File: config.mk
export PLATFORM = sky130hd
export DESIGN_NAME = sdram_read
export DESIGN_NICKNAME = d
export VERILOG_FILES = /design/src/rtl/sdram_read.sv
export SDC_FILE = /design/constraint.sdc
export NUM_CORES = 1
export LEC_CHECK = 0
export CAP_MARGIN = 20
export CORE_UTILIZATION = 35
export CTS_BUF_LIST = sky130_fd_sc_hd__clkbuf_8
export DETAILED_ROUTE_END_ITERATION = 6
export HOLD_SLACK_MARGIN = 0.12
export PLACE_DENSITY = 0.68
export SLEW_MARGIN = 20
export SYNTH_ARGS = -nofsm -noshare
export SYNTH_HDL_FRONTEND = slang
export SYNTH_SLANG_ARGS = --single-unit
export TNS_END_PERCENT = 10
File: constraint.sdc
create_clock -name clk -period 3.6 [get_ports clk]
set_input_delay 1.08 -clock clk [delete_from_list [all_inputs] [get_ports clk]]
set_output_delay 1.08 -clock clk [all_outputs]
set_load 0.02 [all_outputs]
File: src/rtl/sdram_read.sv
// SDRAM read engine: requests the shared command bus, issues ACT/READ/PRE, captures dq into the read FIFO.
// Define SDRAM_READ_CNT_EN to add the rd_word_cnt port (running count of FIFO write strobes).
module sdram_read #(
   parameter int unsigned CAS_LAT    = 2,
   parameter int unsigned BURST_LEN  = 4,
   parameter int unsigned NUM_BURSTS = 4,
   parameter int unsigned T_RCD      = 2,
   parameter int unsigned T_RP       = 2
) (
   input  logic        clk,
   input  logic        rst,
   input  logic        rd_trig,
   input  logic [1:0]  rd_bank,
   input  logic [11:0] rd_row,
   output logic        r_req,
   input  logic        r_en,
   input  logic        ref_req,
   output logic [17:0] r_cmd,
   input  logic [15:0] dq,
   output logic        rfifo_wr_en,
   output logic [15:0] rfifo_wr_data,
   output logic        read_data_end,
   output logic        read_ref_break_end
`ifdef SDRAM_READ_CNT_EN
   ,
   output logic [15:0] rd_word_cnt
`endif
);

   localparam int unsigned SLOT_W = (BURST_LEN > 1) ? $clog2(BURST_LEN) : 1;
   localparam int unsigned WAIT_W = 8;
   localparam int unsigned BCNT_W = 8;
   localparam int unsigned COL_W  = 9;

   localparam logic [17:0] CMD_IDLE = 18'h3C000;
   localparam logic [17:0] CMD_NOP  = {4'b0111, 14'd0};
   localparam logic [3:0]  OP_ACT   = 4'b0011;
   localparam logic [3:0]  OP_READ  = 4'b0101;
   localparam logic [3:0]  OP_PRE   = 4'b0010;

   localparam logic [SLOT_W-1:0] SLOT_LAST = SLOT_W'(BURST_LEN - 1);
   localparam logic [WAIT_W-1:0] TRCD_LAST = WAIT_W'(T_RCD - 1);
   localparam logic [WAIT_W-1:0] TRP_LAST  = WAIT_W'(T_RP - 1);
   localparam logic [BCNT_W-1:0] BURSTS    = BCNT_W'(NUM_BURSTS);
   localparam logic [COL_W-1:0]  COL_STEP  = COL_W'(BURST_LEN);

   typedef enum logic [2:0] {
      R_IDLE, R_REQ, R_ACT, R_TRCD, R_RD, R_PRE, R_TRP
   } state_t;

   state_t              state;
   logic [1:0]          bank;
   logic [11:0]         row;
   logic [COL_W-1:0]    col;
   logic [SLOT_W-1:0]   slot_cnt;
   logic [WAIT_W-1:0]   wait_cnt;
   logic [BCNT_W-1:0]   burst_cnt;
   logic                done;

   logic [CAS_LAT-1:0]  rd_pipe;
   logic [SLOT_W-1:0]   cap_left;

   logic                slot_first_c;
   logic                last_burst_c;
   logic [COL_W-1:0]    col_next_c;
   logic                cap_idle_c;
   logic                is_read_c;

   // Column/burst count including a READ issued in the current cycle (matters when BURST_LEN is 1)
   assign slot_first_c = (slot_cnt == '0);
   assign col_next_c   = slot_first_c ? col + COL_STEP : col;
   assign last_burst_c = (burst_cnt + BCNT_W'(slot_first_c)) == BURSTS;
   assign cap_idle_c   = (rd_pipe == '0) && (cap_left == '0);
   assign is_read_c    = (r_cmd[17:14] == OP_READ);

   // Command sequencer; r_cmd is loaded with the command of the state being entered
   always_ff @(posedge clk or posedge rst) begin
      if (rst) begin
         state              <= R_IDLE;
         r_req              <= 1'b0;
         r_cmd              <= CMD_IDLE;
         read_data_end      <= 1'b0;
         read_ref_break_end <= 1'b0;
         bank               <= '0;
         row                <= '0;
         col                <= '0;
         slot_cnt           <= '0;
         wait_cnt           <= '0;
         burst_cnt          <= '0;
         done               <= 1'b0;
      end else begin
         read_data_end      <= 1'b0;
         read_ref_break_end <= 1'b0;
         case (state)
            R_IDLE: begin
               if (rd_trig) begin
                  bank      <= rd_bank;
                  row       <= rd_row;
                  col       <= '0;
                  burst_cnt <= '0;
                  r_req     <= 1'b1;
                  state     <= R_REQ;
               end
            end
            R_REQ: begin
               if (r_en) begin
                  r_cmd <= {OP_ACT, bank, row};
                  state <= R_ACT;
               end
            end
            R_ACT: begin
               r_cmd    <= CMD_NOP;
               wait_cnt <= '0;
               state    <= R_TRCD;
            end
            R_TRCD: begin
               if (wait_cnt == TRCD_LAST) begin
                  r_cmd    <= {OP_READ, bank, 3'b000, col};
                  slot_cnt <= '0;
                  state    <= R_RD;
               end else begin
                  wait_cnt <= wait_cnt + WAIT_W'(1);
               end
            end
            R_RD: begin
               if (slot_first_c) begin
                  col       <= col + COL_STEP;
                  burst_cnt <= burst_cnt + BCNT_W'(1);
               end
               // Refresh is only honoured at a slot boundary so a burst is never cut short
               if (slot_cnt == SLOT_LAST) begin
                  slot_cnt <= '0;
                  if (last_burst_c || ref_req) begin
                     done  <= last_burst_c;
                     r_cmd <= {OP_PRE, bank, 12'h400};
                     state <= R_PRE;
                  end else begin
                     r_cmd <= {OP_READ, bank, 3'b000, col_next_c};
                  end
               end else begin
                  slot_cnt <= slot_cnt + SLOT_W'(1);
                  r_cmd    <= CMD_NOP;
               end
            end
            R_PRE: begin
               r_cmd    <= CMD_NOP;
               wait_cnt <= '0;
               state    <= R_TRP;
            end
            R_TRP: begin
               if (wait_cnt >= TRP_LAST) begin
                  if (cap_idle_c) begin
                     r_cmd <= CMD_IDLE;
                     if (done) begin
                        read_data_end <= 1'b1;
                        r_req         <= 1'b0;
                        state         <= R_IDLE;
                     end else begin
                        read_ref_break_end <= 1'b1;
                        state              <= R_REQ;
                     end
                  end
               end else begin
                  wait_cnt <= wait_cnt + WAIT_W'(1);
               end
            end
            default: begin
               r_cmd <= CMD_IDLE;
               r_req <= 1'b0;
               state <= R_IDLE;
            end
         endcase
      end
   end

   // Capture pipeline: each READ on r_cmd yields BURST_LEN words CAS_LAT cycles later
   always_ff @(posedge clk or posedge rst) begin
      if (rst) begin
         rd_pipe       <= '0;
         cap_left      <= '0;
         rfifo_wr_en   <= 1'b0;
         rfifo_wr_data <= '0;
`ifdef SDRAM_READ_CNT_EN
         rd_word_cnt   <= '0;
`endif
      end else begin
         rd_pipe <= (rd_pipe << 1) | CAS_LAT'(is_read_c);
         if (rd_pipe[CAS_LAT-1] || (cap_left != '0)) begin
            rfifo_wr_en   <= 1'b1;
            rfifo_wr_data <= dq;
            cap_left      <= rd_pipe[CAS_LAT-1] ? SLOT_LAST : cap_left - SLOT_W'(1);
`ifdef SDRAM_READ_CNT_EN
            rd_word_cnt   <= rd_word_cnt + 16'd1;
`endif
         end else begin
            rfifo_wr_en <= 1'b0;
         end
      end
   end

endmodule

==> results of run 1 <==
## cell type report
cell class / instances / area [µm²] / area share
Sequential cell: 85 / 2130 / 0.414
Multi-Input combinational cell: 280 / 1770 / 0.343
Timing Repair Buffer: 80 / 793 / 0.154
Tap cell: 140 / 175 / 0.0340
Clock buffer: 9 / 124 / 0.0240
Clock inverter: 7 / 105 / 0.0204
Inverter: 14 / 53.8 / 0.0104
## cell families after synthesis
| family | Yosys count |
|---|---|
| XOR/XNOR | 13 |
| buffers and inverters | 33 |
| multiplexers | 25 |
| adder cells (fa/ha/maj) | 10 |
| AO/OA/AOI/OAI | 68 |
| flip-flops | 85 |
| AND/OR/NAND/NOR | 164 |
## flip-flops by register name (all words and copies together), names as in the netlist
signal              flops
col                     7
wait_cnt                8
r_cmd                  18
row                    12
rd_pipe                 2
done                    1
burst_cnt               8
read_ref_break_end      1
slot_cnt                2
rfifo_wr_data          16
bank                    2
rfifo_wr_en             1
state                   3
read_data_end           1
r_req                   1
cap_left                2
## synthesized netlist by cell type (2+ instances only)
master     n
a211oi_1   2
a21boi_0   2
a21o_1     2
a21oi_1   13
a22o_1     3
and2_1     3
and3_1     2
buf_2      6
clkbuf_1  10
dfrtp_1   81
dfstp_2    4
ha_1      10
inv_1     14
mux2_2    16
mux2i_1    9
nand2_1   90
nand2b_1   8
nand3_1   12
nand3b_1   2
nand4_1    5
nor2_1    18
nor2b_1    2
nor3_1     4
nor4b_2    2
o21ai_0   19
o221ai_1   8
o31ai_1    4
or2_2      2
or3_1      5
or4_1      2
xnor2_1    4
xor2_1     9
## metal layers
layer	vias up	wire [µm]	global-route usage
li1	1524	-	-
met5	-	0	0
met2	79	4340	0.269
met4	0	150	0.0562
met3	16	451	0.0368
met1	1501	4000	0.193
## worst max-delay path, stage by stage, from the launching register on
cell and delay, ns:
dfrtp_1 0.43, inv_1 0.08, ha_1 0.38, ha_1 0.26
ha_1 0.17, or3b_2 0.45, o41ai_1 0.10, a21oi_1 0.20
nand3_1 0.29, o221ai_1 0.19
## final timing paths
| kind | startpoint | endpoint | cells past startpoint |
|---|---|---|---|
| max | slot_cnt[0]$_DFFE_PP0P_ | r_cmd[3]$_DFFE_PP0P_ | 9 |
| min | rd_pipe[0]$_DFF_PP0_ | rd_pipe[1]$_DFF_PP0_ | 0 |
| max reg2reg | slot_cnt[0]$_DFFE_PP0P_ | r_cmd[3]$_DFFE_PP0P_ | 9 |
| min reg2reg | rd_pipe[0]$_DFF_PP0_ | rd_pipe[1]$_DFF_PP0_ | 0 |
| max in group asynchronous | rst | r_cmd[16]$_DFFE_PP1P_ | 3 |
| min in group asynchronous | rst | rfifo_wr_data[15]$_DFFE_PP0P_ | 2 |
## through the flow
stage / power (µW) / cells / util / worst slack (ns) / instance area, µm²
4_1_cts: 4160 / 615 / 0.467 / 0.926 / 5150
6_report: 4120 / 615 / 0.467 / 0.920 / 5150
2_1_floorplan: 2730 / 398 / - / 0.333 / 4030
3_5_place_dp: 3370 / 599 / 0.446 / 0.736 / 4920
3_3_place_gp: 3300 / 599 / 0.446 / 0.780 / 4920
5_1_grt: 4410 / 615 / 0.467 / 0.730 / 5150
## power by group
part	internal [µW]	switching, µW
Clock	403	371
Sequential	1280	303
Combinational	802	961
Total	2480	1630
## layout by cell type (no fill, tap or decap), types with 10 or more instances in the layout
| cell | n |
|---|---|
| nand2_1 | 90 |
| dfrtp_1 | 81 |
| clkdlybuf4s50_1 | 72 |
| o21ai_0 | 19 |
| nor2_1 | 18 |
| mux2_2 | 16 |
| a21oi_1 | 13 |
| inv_1 | 13 |
| nand3_1 | 12 |
| ha_1 | 10 |
==> results.sh, run 1 <==
export IMPL_area_delta_synth_final_pct=27.8
export IMPL_layout_drive_gt1_share=0.118
export IMPL_clock_fmax_mhz=373
export IMPL_cts_buffers=9
export IMPL_finalMaxSlewViolations=0
export IMPL_cts_root_buf="clkbuf_8"
export IMPL_drcViolationCount=0
export IMPL_syn_num_nets=443
export IMPL_die_w_um=109
export IMPL_grt_setup_unrepaired="false"
export IMPL_fp_dieH_um=109
export IMPL_dp_hpwl_um=6290
export IMPL_synth_top_area_share=0.503
export IMPL_initial_utilization=0.366
export IMPL_htreeDepth=3
export IMPL_die_area_um2=12000
export IMPL_cts_tree="built"
export IMPL_drtIter0Drc=127
export IMPL_vdd_drop_max_uv=354
export IMPL_power_density_nw_per_um2=799
export IMPL_endpoint_kind="flop"
export IMPL_grt_pass1_vias=3095
export IMPL_critPathKind="reg2reg"
export IMPL_place_congestion=0.775
export IMPL_hp_class="reg2reg"
export IMPL_ys_ff_latch=85
export IMPL_io_pins=73
export IMPL_seq_area_frac_synth=0.529
export IMPL_wire_per_inst_um=14.5
export IMPL_antenna_cells=0
export IMPL_holdWs_ns=0.426
export IMPL_cts_resized=0
export IMPL_grt_first_pass_wirelength_um=14500
export IMPL_cp_max_fo=9
export IMPL_clk_pin_slew_worst_paths_ns=0.09
export IMPL_antenna_left=0
export IMPL_finalCriticalPeriod_ns=2.68
export IMPL_fin_crit_sh=0.745
export IMPL_synthDistinctLibCells=57
export IMPL_core_area_um2=11000
export IMPL_portBuffers=72
export IMPL_ys_async_sr_fraction=1.00
export IMPL_fin_setup_tns_ns=0
export IMPL_critPathRequiredTime_ns=3.82
export IMPL_hold_viol_final=0
export IMPL_grtUsageTotal=0.157
export IMPL_drv_cap=0
export IMPL_skew_ns=0.00995
export IMPL_tightestPinTransition_ns=0.740
export IMPL_drt_pass1_iter_count=4
export IMPL_leakagePower_uw=0.00229
export IMPL_clock_latency_ns=0.36
export IMPL_postSynthAreaPerCell_um2=10.1
export IMPL_clockBufferDepth=2
export IMPL_fillCellCount=1070
export IMPL_yosysWarnings=0
export IMPL_rrSetupSlack_ns=0.92
export IMPL_grt_max_degree=48
export IMPL_cts_sinks=85
export IMPL_synth_edf_count=0
export IMPL_syn_inst=398
export IMPL_synth_compound_area_frac=0.117
export IMPL_wl_um=8930
export IMPL_synth_area_um2=4030
export IMPL_fin_nets=515
export IMPL_muxShareOfSynthArea=0.0670
export IMPL_slew_headroom=0.507
export IMPL_antenna_found_initial=0
export IMPL_cp_start_kind="flop"
export IMPL_synth_largest_area_cell="dfrtp_1"
export IMPL_row_count=38
export IMPL_postCtsSetupRepairBufs=0
export IMPL_synth_top_cells_by_area="dfrtp_1 50%, nand2_1 8.4%, mux2_2 4.5%"
export IMPL_vias=3120
export IMPL_synth_top_family_by_area="simple AND/OR/NAND/NOR gates"
export IMPL_via_per_inst=5.07
export IMPL_postCtsHoldBufs=0
export IMPL_status="complete, no violations"
export IMPL_grt_ovfl_total=0
export IMPL_synth_xor_area_frac=0.0282
export IMPL_synth_fa_ha_area_frac=0.0310
export IMPL_synthSimpleGateAreaFrac=0.193
export IMPL_cp_arrival_ns=2.90
export IMPL_synth_ff_type="dfrtp_1"
export IMPL_setup_violations=0
(Power assumes the default switching activity.)
==> inputs of run 2 (changes only) <==
clock period = 2.7 ns   (was 3.6 ns; I/O delays follow)
==> run 2 against run 1 <==
Net effect: combinational power grew 37%; setup slack lost 0.71 ns; global-route usage shrank 0.22 points; maximum frequency grew 7.6%; critical endpoint unchanged; non-clock buffer count grew 5; sequential share of layout area shrank 0.15 points; die area is the same; sequential power grew 32%.
==> results.sh, run 2 (synthesis gave the netlist of run 1 again) <==
export IMPL_reg_top3="r_cmd (18), rfifo_wr_data (16), row (12)"
export IMPL_grtUsageTotal=0.155
export IMPL_antenna_cells=0
export IMPL_initial_utilization=0.366
export IMPL_grt_max_degree=30
export IMPL_busiest_layer="met2"
export IMPL_hold_viol_final=0
export IMPL_drt_pass1_iter_count=5
export IMPL_cts_root_buf="clkbuf_8"
export IMPL_power_density_nw_per_um2=1030
export IMPL_drcViolationCount=0
export IMPL_grt_setup_unrepaired="false"
export IMPL_core_area_um2=11000
export IMPL_io_pins=73
export IMPL_wl_um=8760
export IMPL_htreeDepth=3
export IMPL_use_met3=0.0285
export IMPL_cts_buffers=9
export IMPL_r2r_start="slot_cnt[0]$_DFFE_PP0P_"
export IMPL_hp_start="rd_pipe[0]$_DFF_PP0_"
export IMPL_area_delta_synth_final_pct=28.2
export IMPL_p_sw_uw=2180
export IMPL_dpl_instance_area_um2=4990
export IMPL_hp_class="reg2reg"
export IMPL_die_w_um=109
export IMPL_finalCriticalPeriod_ns=2.49
export IMPL_cp_max_fo=5
export IMPL_internal_power_uw=3150
export IMPL_p_clk_frac=0.157
export IMPL_crit_start="slot_cnt[0]$_DFFE_PP0P_"
export IMPL_drtIter0Drc=97
export IMPL_cp_start_kind="flop"
export IMPL_tightestPinTransition_ns=0.671
export IMPL_die_area_um2=12000
export IMPL_p_comb_frac=0.452
export IMPL_grt_pass1_vias=3092
export IMPL_via_per_inst=5.00
export IMPL_fin_setup_tns_ns=0
export IMPL_critPathRequiredTime_ns=2.92
export IMPL_met2_usage=0.261
export IMPL_grt_first_pass_wirelength_um=14500
export IMPL_portBuffers=72
export IMPL_endpoint_kind="flop"
export IMPL_fp_dieH_um=109
export IMPL_layout_drive_gt1_share=0.127
export IMPL_clock_latency_ns=0.36
export IMPL_finalMaxSlewViolations=0
export IMPL_cts_tree="built"
export IMPL_cts_sinks=85
export IMPL_row_count=38
export IMPL_skew_ns=0.00917
export IMPL_switching_share=0.409
export IMPL_vias=3101
export IMPL_postCtsHoldBufs=0
export IMPL_layout_common_cells="90 x nand2_1, 81 x dfrtp_1, 72 x clkdlybuf4s50_1, 19 x o21ai_0, 18 x nor2_1"
export IMPL_fin_cells=620
export IMPL_drv_cap=0
export IMPL_antenna_found_initial=0
export IMPL_setup_violations=0
export IMPL_critPathKind="reg2reg"
export IMPL_postCtsSetupRepairBufs=0
export IMPL_grt_ovfl_total=0
export IMPL_final_common_cell="nand2_1"
export IMPL_use_met1=0.194
export IMPL_power_total_uw=5330
export IMPL_placed_cells=604
export IMPL_status="complete, no violations"
export IMPL_wire_per_inst_um=14.1
export IMPL_vdd_drop_max_uv=425
export IMPL_antenna_left=0
export IMPL_clockBufferDepth=2
export IMPL_cp_arrival_ns=2.71
export IMPL_fin_crit_sh=0.922
export IMPL_leakagePower_uw=0.00228
export IMPL_regMostFlops="r_cmd"
export IMPL_clock_fmax_mhz=402
export IMPL_dp_hpwl_um=6370
export IMPL_slew_headroom=0.552
export IMPL_fin_area_um2=5170
export IMPL_largest_register_ffs=18
export IMPL_fin_nets=520
export IMPL_place_congestion=0.776
export IMPL_cts_resized=0
export IMPL_power_frac_seq=0.390
export IMPL_clk_pin_slew_worst_paths_ns=0.09
run 2: power by group through the flow:
stage               Sequential, µW  Clock, µW  Combinational, µW
finish                        2080        839               2410
global route                  2150        920               2670
CTS                           2080        867               2430
detailed placement            2110          0               2420
global placement              2090          0               2350
floorplan                     2200          0               1440
run 2: final timing paths:
| check | endpoint | slack, ns | cells after the start |
|---|---|---|---|
| max in group asynchronous | burst_cnt[2]$_DFFE_PP0P_ | 1.27 | 3 |
| setup reg to reg | r_cmd[3]$_DFFE_PP0P_ | 0.21 | 8 |
| setup / recovery | r_cmd[3]$_DFFE_PP0P_ | 0.21 | 8 |
| min in group asynchronous | rfifo_wr_data[7]$_DFFE_PP0P_ | 0.90 | 2 |
| hold reg to reg | rd_pipe[1]$_DFF_PP0_ | 0.41 | 0 |
| hold / removal | rd_pipe[1]$_DFF_PP0_ | 0.41 | 0 |
run 2: area by class of cell:
class | instances | area, µm²
Clock inverter | 7 | 58.8
Sequential cell | 85 | 2130
Fill cell | 1054 | 5860
Tap cell | 140 | 175
Clock buffer | 9 | 124
Multi-Input combinational cell | 280 | 1770
Timing Repair Buffer | 85 | 856
Inverter | 14 | 56.3
run 2: stage by stage:
stage	hold WS, ns	util	setup WS, ns
floorplan	0.376	-	0.608
global placement	0.391	0.452	0.138
detailed placement	0.394	0.452	0.104
CTS	0.414	0.469	0.278
global route	0.426	0.469	0.0632
finish	0.411	0.469	0.210
run 2: worst max-delay path: stages, from the launching register on:
cell,delay [ns]
dfrtp_1,0.39
inv_1,0.06
ha_1,0.23
ha_1,0.22
ha_1,0.21
o41ai_1,0.54
a21oi_1,0.22
nand3_1,0.28
o221ai_1,0.19
run 2: routing by layer:
metal	vias to the layer above	share of wire
met5	-	0
met4	0	0.025
met3	18	0.043
met2	70	0.47
met1	1484	0.46
li1	1529	-
==> inputs of run 3 (changes only) <==
ABC_AREA = 1   (was not set)
REMOVE_ABC_BUFFERS = 1   (was not set)
clock period = 3.03 ns   (was 2.7 ns; I/O delays follow)
==> run 3 against run 2 <==
Net effect: the flow now finishes with violations (DRC); core utilization is 0.63 points lower; combinational power down 7%; area after synthesis rose by 4.5%; worst hold slack worse by 0.0046 ns; clock power is 17% higher; first-iteration DRC count increased by 130%; final cell count increased by 16%; power decreased by 5.6%; global-route usage grew 0.42 points; sequential share of layout area shrank 1.4 points; clock skew is 0.0032 ns higher; highest routed layer unchanged.
==> results.sh, run 3 <==
export IMPL_grt_ovfl_total=0
export IMPL_row_count=39
export IMPL_cts_tree="built"
export IMPL_status="finished, violations left"
export IMPL_cts_sinks=85
export IMPL_vdd_drop_max_uv=401
export IMPL_synthSimpleGateAreaFrac=0.258
export IMPL_antenna_cells=0
export IMPL_critPathRequiredTime_ns=2.12
export IMPL_die_area_um2=12500
export IMPL_path_delay_family="buffers and inverters"
export IMPL_r2r_start="cap_left[0]$_DFFE_PP0P_"
export IMPL_die_w_um=112
export IMPL_cp_slowest_cell="clkdlybuf4s50_1"
export IMPL_wl_um=9330
export IMPL_vias=3480
export IMPL_fp_dieH_um=112
export IMPL_grt_pass1_vias=3376
export IMPL_fin_nets=614
export IMPL_synth_compound_area_frac=0.0846
export IMPL_portBuffers=72
export IMPL_core_area_um2=11600
export IMPL_place_congestion=0.818
export IMPL_synthDistinctLibCells=32
export IMPL_synth_most_common_cell="nand2_1"
export IMPL_grt_max_degree=32
export IMPL_io_pins=73
export IMPL_fillCellCount=1139
export IMPL_via_per_inst=4.85
export IMPL_grt_setup_unrepaired="false"
export IMPL_postCtsSetupRepairBufs=0
export IMPL_worstPathCellList="clkdlybuf4s50_1"
export IMPL_final_common_cell="nand2_1"
export IMPL_setup_violations=0
export IMPL_synth_largest_area_cell="dfrtp_1"
export IMPL_synth_xor_area_frac=0.00832
export IMPL_skew_ns=0.0124
export IMPL_slew_headroom=0.616
export IMPL_clockBufferDepth=2
export IMPL_power_density_nw_per_um2=941
export IMPL_drcViolationCount=10
export IMPL_violations="DRC"
export IMPL_critPathKind="reg2out"
export IMPL_fin_crit_sh=0.811
export IMPL_initial_utilization=0.364
export IMPL_wire_per_inst_um=13.0
export IMPL_yosysWarnings=0
export IMPL_synth_top_area_share=0.481
export IMPL_power_total_uw=5030
export IMPL_regMostFlops="r_cmd"
export IMPL_holdWs_ns=0.406
export IMPL_muxShareOfSynthArea=0.0428
export IMPL_synthTopCellsByCount="147 x nand2_1, 81 x dfrtp_1, 55 x inv_1"
export IMPL_cp_arrival_ns=1.55
export IMPL_worst_path_buf_inv=1
export IMPL_cts_resized=0
export IMPL_synth_ff_type="dfrtp_1"
export IMPL_grt_first_pass_wirelength_um=15800
export IMPL_synth_top_family_by_area="simple AND/OR/NAND/NOR gates"
export IMPL_fin_setup_tns_ns=0
export IMPL_hp_class="reg2reg"
export IMPL_clock_latency_ns=0.36
export IMPL_slowest_delay_ns=0.61
export IMPL_drv_cap=0
export IMPL_dp_hpwl_um=6760
export IMPL_ys_async_sr_fraction=1.00
export IMPL_hold_viol_final=0
export IMPL_seq_area_frac_synth=0.506
export IMPL_reg_top3="r_cmd (18), rfifo_wr_data (16), row (12)"
export IMPL_postCtsHoldBufs=0
export IMPL_layout_common_cells="147 x nand2_1, 81 x dfrtp_1, 72 x clkdlybuf4s50_1, 54 x inv_1, 33 x nor2_1"
export IMPL_cp_max_fo=3
export IMPL_endpoint_kind="primary output"
export IMPL_ys_ff_latch=85
export IMPL_drtIter0Drc=226
export IMPL_antenna_found_initial=0
export IMPL_finalCriticalPeriod_ns=2.46
export IMPL_drt_pass1_iter_count=7
export IMPL_area_delta_synth_final_pct=27.0
export IMPL_synth_fa_ha_area_frac=0.0297
export IMPL_cts_buffers=9
export IMPL_clk_pin_slew_worst_paths_ns=0.09
export IMPL_synth_edf_count=0
export IMPL_cp_start_kind="flop"
export IMPL_largest_register_ffs=18
export IMPL_finalMaxSlewViolations=0
export IMPL_leakagePower_uw=0.00254
export IMPL_antenna_left=0
export IMPL_syn_inst=493
export IMPL_hp_start="rd_pipe[0]$_DFF_PP0_"
export IMPL_crit_start="r_cmd[17]$_DFFE_PP1P_"
export IMPL_clock_fmax_mhz=407
export IMPL_grtUsageTotal=0.159
export IMPL_layout_drive_gt1_share=0.115
export IMPL_synth_area_um2=4210
export IMPL_tightestPinTransition_ns=0.575
export IMPL_synth_top_cells_by_area="dfrtp_1 48%, nand2_1 13%, inv_1 4.9%"
export IMPL_cts_root_buf="clkbuf_8"
export IMPL_final_core_util=0.463
export IMPL_htreeDepth=3
export IMPL_postSynthAreaPerCell_um2=8.55
==> run 3: layout make-up <==
cell class,count,area [µm²],share of cell area
flip-flops and latches,85,2130,0.399
well taps,143,179,0.0335
inverters,63,240,0.0449
repair buffers,75,768,0.144
clock buffers,9,124,0.0232
multi-input cells,335,1780,0.333
clock inverters,7,123,0.0229
==> run 3: final timing paths <==
kind / endpoint / slack (ns) / cells past startpoint
worst max-delay path: r_cmd[17] / 0.57 / 1
worst min-delay path: rd_pipe[1]$_DFF_PP0_ / 0.41 / 0
worst max register to register: r_cmd[14]$_DFFE_PP1P_ / 0.65 / 10
worst min register to register: rd_pipe[1]$_DFF_PP0_ / 0.41 / 0
max in group asynchronous: r_cmd[14]$_DFFE_PP1P_ / 1.51 / 3
min in group asynchronous: burst_cnt[7]$_DFFE_PP0P_ / 0.91 / 2
==> run 3: logic make-up (layout without fill, tap and decap cells) <==
| group | after synthesis | after routing |
|---|---|---|
| simple gates | 240 | 240 |
| flops | 85 | 85 |
| buf+inv | 73 | 154 |
| compound gates | 65 | 65 |
| mux | 16 | 16 |
| fa+ha+maj | 10 | 10 |
| xor+xnor | 4 | 4 |
==> run 3: report_power, final <==
part | internal (µW) | switching, µW | total, µW | leakage (µW)
logic | 889 | 1360 | 2250 | 0.00135
clock network | 551 | 429 | 980 | 0.000116
registers | 1540 | 260 | 1800 | 0.00108
==> run 3: metrics by stage <==
stage | setup WS (ns) | area (µm²) | std cells
after floorplan | -0.0659 | 4150 | 483
after global placement | 0.388 | 5100 | 701
after detailed placement | 0.342 | 5100 | 701
after CTS | 0.558 | 5350 | 717
after global routing | 0.305 | 5350 | 717
final | 0.571 | 5350 | 717
==> run 3: routing by layer <==
| metal | global-route usage | wire length, µm |
|---|---|---|
| met5 | 0 | 0 |
| met4 | 0.0739 | 99 |
| met3 | 0.0343 | 530 |
| met2 | 0.250 | 4320 |
| met1 | 0.210 | 4380 |
